`config.mk`:
```
export PLATFORM = sky130hd
export DESIGN_NAME = param_up_down_counter
export DESIGN_NICKNAME = d
export VERILOG_FILES = /design/src/rtl/param_up_down_counter.sv
export SDC_FILE = /design/constraint.sdc
export NUM_CORES = 1
export LEC_CHECK = 0
export CAP_MARGIN = 0
export CORE_MARGIN = 2
export CORE_UTILIZATION = 50
export CTS_CLUSTER_DIAMETER = 50
export DETAILED_ROUTE_END_ITERATION = 10
export GPL_TIMING_DRIVEN = 0
export PLACE_DENSITY_LB_ADDON = 0.15
export SLEW_MARGIN = 10
export SYNTH_ARGS = -nofsm -noshare
export SYNTH_HDL_FRONTEND = slang
export SYNTH_SLANG_ARGS = --single-unit
```
`constraint.sdc`:
```
create_clock -name clk -period 9.4 [get_ports clk]
set_input_delay 1.41 -clock clk [delete_from_list [all_inputs] [get_ports clk]]
set_output_delay 1.41 -clock clk [all_outputs]
set_load 0.05 [all_outputs]
```
`src/rtl/param_up_down_counter.sv`:
```
// Parametrised up/down counter with programmable limit, wrap/saturate boundaries,
// synchronous load, terminal-count pulse and sticky overflow/underflow flags.
module param_up_down_counter #(
    parameter int unsigned       WIDTH    = 8,
    parameter int unsigned       STEP_W   = 4,
    parameter int unsigned       SATURATE = 0,
    parameter logic [WIDTH-1:0]  RST_VAL  = '0
) (
    input  logic              clk,
    input  logic              rst,
    input  logic              en,
    input  logic              d,
    input  logic [STEP_W-1:0] step,
    input  logic [WIDTH-1:0]  limit,
    input  logic              load,
    input  logic [WIDTH-1:0]  load_val,
    input  logic              clr_flags,
    output logic [WIDTH-1:0]  count,
    output logic              at_max,
    output logic              at_zero,
    output logic              tc,
    output logic              ovf,
    output logic              unf
);

    // Common width wide enough to compare step against limit without truncation.
    localparam int unsigned CW = ((STEP_W > WIDTH) ? STEP_W : WIDTH) + 1;

    function automatic logic [WIDTH:0] eff_step(input logic [STEP_W-1:0] st,
                                                input logic [WIDTH-1:0]  lim);
        logic [CW-1:0] st_x;
        logic [CW-1:0] lim_x;
        st_x  = CW'(st);
        lim_x = CW'(lim);
        return (st_x < lim_x) ? (WIDTH+1)'(st_x) : {1'b0, lim};
    endfunction

    function automatic logic [WIDTH-1:0] clamp_to_limit(input logic [WIDTH-1:0] val,
                                                        input logic [WIDTH-1:0] lim);
        return (val > lim) ? lim : val;
    endfunction

    logic [WIDTH:0]   cnt_x, lim_x, lim1_x, s_x, sum_x;
    logic [WIDTH-1:0] count_nxt;
    logic             tc_nxt, ovf_set, unf_set;

    assign cnt_x  = {1'b0, count};
    assign lim_x  = {1'b0, limit};
    assign lim1_x = lim_x + 1'b1;
    assign s_x    = eff_step(step, limit);
    assign sum_x  = cnt_x + s_x;

    always_comb begin
        count_nxt = count;
        tc_nxt    = 1'b0;
        ovf_set   = 1'b0;
        unf_set   = 1'b0;
        if (load) begin
            count_nxt = clamp_to_limit(load_val, limit);
        end else if (en) begin
            // A count stranded above a lowered limit is pulled back without a crossing.
            if (count > limit) begin
                count_nxt = limit;
            end else if (d) begin
                if (sum_x > lim_x) begin
                    tc_nxt    = 1'b1;
                    ovf_set   = 1'b1;
                    count_nxt = (SATURATE != 0) ? limit : WIDTH'(sum_x - lim1_x);
                end else begin
                    count_nxt = WIDTH'(sum_x);
                end
            end else begin
                if (s_x > cnt_x) begin
                    tc_nxt    = 1'b1;
                    unf_set   = 1'b1;
                    count_nxt = (SATURATE != 0) ? '0 : WIDTH'(cnt_x + lim1_x - s_x);
                end else begin
                    count_nxt = WIDTH'(cnt_x - s_x);
                end
            end
        end
    end

    // Register stage: a flag set in the same cycle as clr_flags wins.
    always_ff @(posedge clk) begin
        if (rst) begin
            count <= RST_VAL;
            tc    <= 1'b0;
            ovf   <= 1'b0;
            unf   <= 1'b0;
        end else begin
            count <= count_nxt;
            tc    <= tc_nxt;
            ovf   <= ovf_set | (ovf & ~clr_flags);
            unf   <= unf_set | (unf & ~clr_flags);
        end
    end

    assign at_max  = (count == limit);
    assign at_zero = (count == '0);

endmodule
```
==> impl_results.md <==
- Status: completed
- Post-synthesis cell area: between 0.003 and 0.004 sq mm
- Switching part of the total: 0.5309
- First-pass GRT wire length: 15590 microns
- DRT iter0 DRCs: 217
- Max-slew violation count: 0
- RSZ-0062 raised after global routing: no
- Largest family of logic cells by synthesized area: adder cells
- Root Buffer: clkbuf_8
- CTS tree: built
- Max-Cap Viols: 0
- Crit-path max FO: 8
- Yosys warning count: 0
- Int Pwr: 299.6 uW
- Synth Area in Compound Gates: 0.2704
- Combinational power share: 0.817
- Die Height: 84.66 microns
- Share of post-route cells with drive strength above 1: 0.06550
- Global Route Usage Sum: 0.2710
- Total CTS buffers: 3
- Mapped Cells: 411
- # IOs: 39
- Initial antenna violation count: 0
- DR DRC count: 0
- CTS Sinks: 11
- CP bufs+invs: 4
- Syn Area/Cell: 7.915 sq um
- Setup ws final: 2.232 ns
- Post-route clock period utilization: 0.7625
- Area growth syn-to-layout: 15.85%
- CP endpoint kind: flop
- EDFF count, synth: 0
- H-tree levels: 1
- Synthesized flop and latch total: 11
- Power share of the clock group: 0.071
- Detailed-route via count: 3266
- Ant. Diodes: 0
- Post-CTS Setup Bufs: 0
- Critical Path RT: 9.50 ns
- Seq/Total Area, Yosys: 0.06769
- Setup TNS: 0 ns
- Crit-path most repeated cell: ha_1
- Placeable core area: 0.006314 sq mm
- Synth Area in XOR/XNOR: 0.05808
- Fin crit period: 7.168 ns
- Clock latency at the later pin of the worst-skew pair: roughly 0.23 ns
- Skew final: 0.001995 ns
- Startpoint Class: primary input
- CP delay by family, top: compound AO/OA/AOI/OAI gates
- Via-to-Cell Ratio: about 6.1
- Worst slack, placed: 2.067 ns
- Max clock buf depth: 2
- Antenna-violating nets left: 0
- Final Cell Area: 0.003769 sq mm
- Post-synth cell types: 62
- Multiplexer share of the synthesized area: 0.06038
- Die X: 84.66 microns
- Initial Utilization: 0.5153
- Worst Max-Slew Pin Slew: 0.7329 ns
- Port Buf Inserts: 34
- WP data arrival: 7.27 ns
- # rows: 29
- Ys flop type: dfxtp_1
- Post-detailed-placement half-perimeter wirelength: 7933 microns
- NetSw: between 300 and 400 uW
- Min-Delay Path Class: reg -> reg
- Largest net degree at the start of global routing: 11
- P_leak: 0.001711 uW
- Crit path kind: in -> reg
- Max Clock Freq: ~140 MHz
- WL/cell: around 18 microns
- Synth area leaders: ha_1, dfxtp_1, fa_1, inv_1, mux2i_1
- Slowest stage cell, crit path: clkdlybuf4s50_1
- Final nets: 554
- Area post-placement: 0.003724 sq mm
- Placer congestion estimate: 0.9019
- Ys async rst share: 0
- Worst vdd ir: approximately 0.19 mV
- Number of global-route vias before repair: 3244
- Congestion Overflow GR: 0
- Setup Viol. Count Final: 0
- WL final: 9566 microns
- 1st-pass router iterations: 5
- Synth top area share: 0.2269
- Cts hold-fix bufs: 0
- Final-report hold violation count: 0
- Synth Area in Simple Gates: 0.1862
- Post-CTS sizing: 0
- Pwr/cell area: 169.5 mW/mm^2
- Worst-path clk slew: 0.05 ns
- Reg power frac: 0.112
- Post-synth top area cell: ha_1
- Die area: 0.007167 sq mm
- Adder-cell share of the synthesized area: 0.2885
- Slowest cell delay on critical path: 0.65 ns
- Fill cells: between 600 and 700
- Slew headroom: 0.5076
-- routing by layer --
metal	wire length, microns	global-route usage	share of wire	vias up
li1	-	-	-	1614
met1	4317	0.3624	0.45	1521
met2	4509	0.4696	0.47	112
met3	463	0.01278	0.048	19
met4	276	0.08514	0.029	0
met5	0	0	0	-
-- flip-flops by register name, summed over array words and instances, names as in the netlist --
signal	flops
count	8
ovf	1
tc	1
unf	1
-- cells in the final DEF, fill, tap and decap left out, types with 6 or more instances in the layout --
cell	instances
dfxtp_1	11
clkbuf_1	8
nor2b_1	6
a21oi_1	21
nand3_1	12
nand2b_1	8
ha_1	59
mux2i_1	14
nand2_1	12
a21o_1	12
inv_1	40
nor2_1	29
xnor2_1	14
o211ai_1	13
conb_1	11
o21ai_0	19
nor3_1	15
clkdlybuf4s50_1	34
fa_1	10
-- path summary, 6_finish.rpt --
| path | start | to | slack [ns] | cells after the start |
|---|---|---|---|---|
| worst min-delay path | ovf$_SDFF_PP0_ | ovf$_SDFF_PP0_ | 0.47 | 2 |
| worst min register to register | ovf$_SDFF_PP0_ | ovf$_SDFF_PP0_ | 0.47 | 2 |
| worst max register to register | count[1]$_SDFFE_PP0P_ | count[6]$_SDFFE_PP0P_ | 5.02 | 16 |
| worst max-delay path | limit[1] | count[6]$_SDFFE_PP0P_ | 2.23 | 25 |
-- power groups by stage --
stage / clock (uW) / combinational [uW] / sequential [uW]
2_1_floorplan: 0 / 358 / 86.5
3_3_place_gp: 0 / 501 / 71.8
3_5_place_dp: 0 / 509 / 72.0
4_1_cts: 46.6 / 512 / 71.2
5_1_grt: 50.2 / 573 / 72.8
6_report: 45.4 / 522 / 71.4
-- cell families (layout without fill, tap and decap cells) --
| group | Yosys count | after routing |
|---|---|---|
| XOR/XNOR | 20 | 20 |
| other | 2 | 11 |
| AO/OA/AOI/OAI | 120 | 120 |
| multiplexers | 19 | 19 |
| adder cells (fa/ha/maj) | 69 | 69 |
| buffers and inverters | 55 | 93 |
| flip-flops | 11 | 11 |
| AND/OR/NAND/NOR | 115 | 115 |
-- per-stage QoR --
stage	utilization	hold WS [ns]	power [uW]	cells
global route	0.5969	0.5072	695.7	535
global placement	0.5898	0.4641	572.8	531
CTS	0.5969	0.4762	629.8	535
finish	0.5969	0.4715	638.8	535
detailed placement	0.5898	0.4699	580.7	531
floorplan	-	0.6941	444.6	420
-- synth_stat cells (3+ instances only) --
cell      number
a211oi_1       5
mux2i_1       14
mux2_2         5
nor3_1        15
or4_1          3
a211o_1        5
nor4_1         4
and3_1         5
o21ai_0       19
o211ai_1      13
inv_1         40
or3_1          5
o21bai_1       4
nand3b_1       3
xnor2_1       14
a21oi_2        3
nor2_1        29
a311oi_1       4
xor2_1         5
nand3_1       12
nor2b_1        6
nand2b_1       8
clkbuf_1       7
fa_1          10
a22o_1         3
buf_2          5
a21o_1        12
ha_1          59
nand4_1        4
nand2_1       12
a21oi_1       21
a211oi_2       3
o21a_1         5
dfxtp_1       11
-- worst register-to-register path, stage by stage, from the launching register on --
cell and delay, ns:
dfxtp_1 0.62, inv_1 0.17, fa_1 0.47, nand2b_1 0.18
a211oi_1 0.37, o21ba_2 0.19, or3_1 0.11, nand2_1 0.13
ha_1 0.34, a22oi_1 0.19, nand2_1 0.08, o211ai_1 0.38
and2_1 0.19, buf_4 0.16, a31oi_1 0.07, o311ai_1 0.46
a21oi_1 0.13
-- layout make-up --
type                    count  area, sq um  share of cell area
well taps                  77        96.34             0.02556
inverters                  42        157.7             0.04183
plain buffers              13        58.81             0.01560
repair buffers             34        340.3             0.09031
clock buffers               4        45.04             0.01195
flip-flops and latches     11        220.2             0.05843
multi-input cells         354         2850              0.7563
No activity file was read; power rests on OpenSTA's default activity.
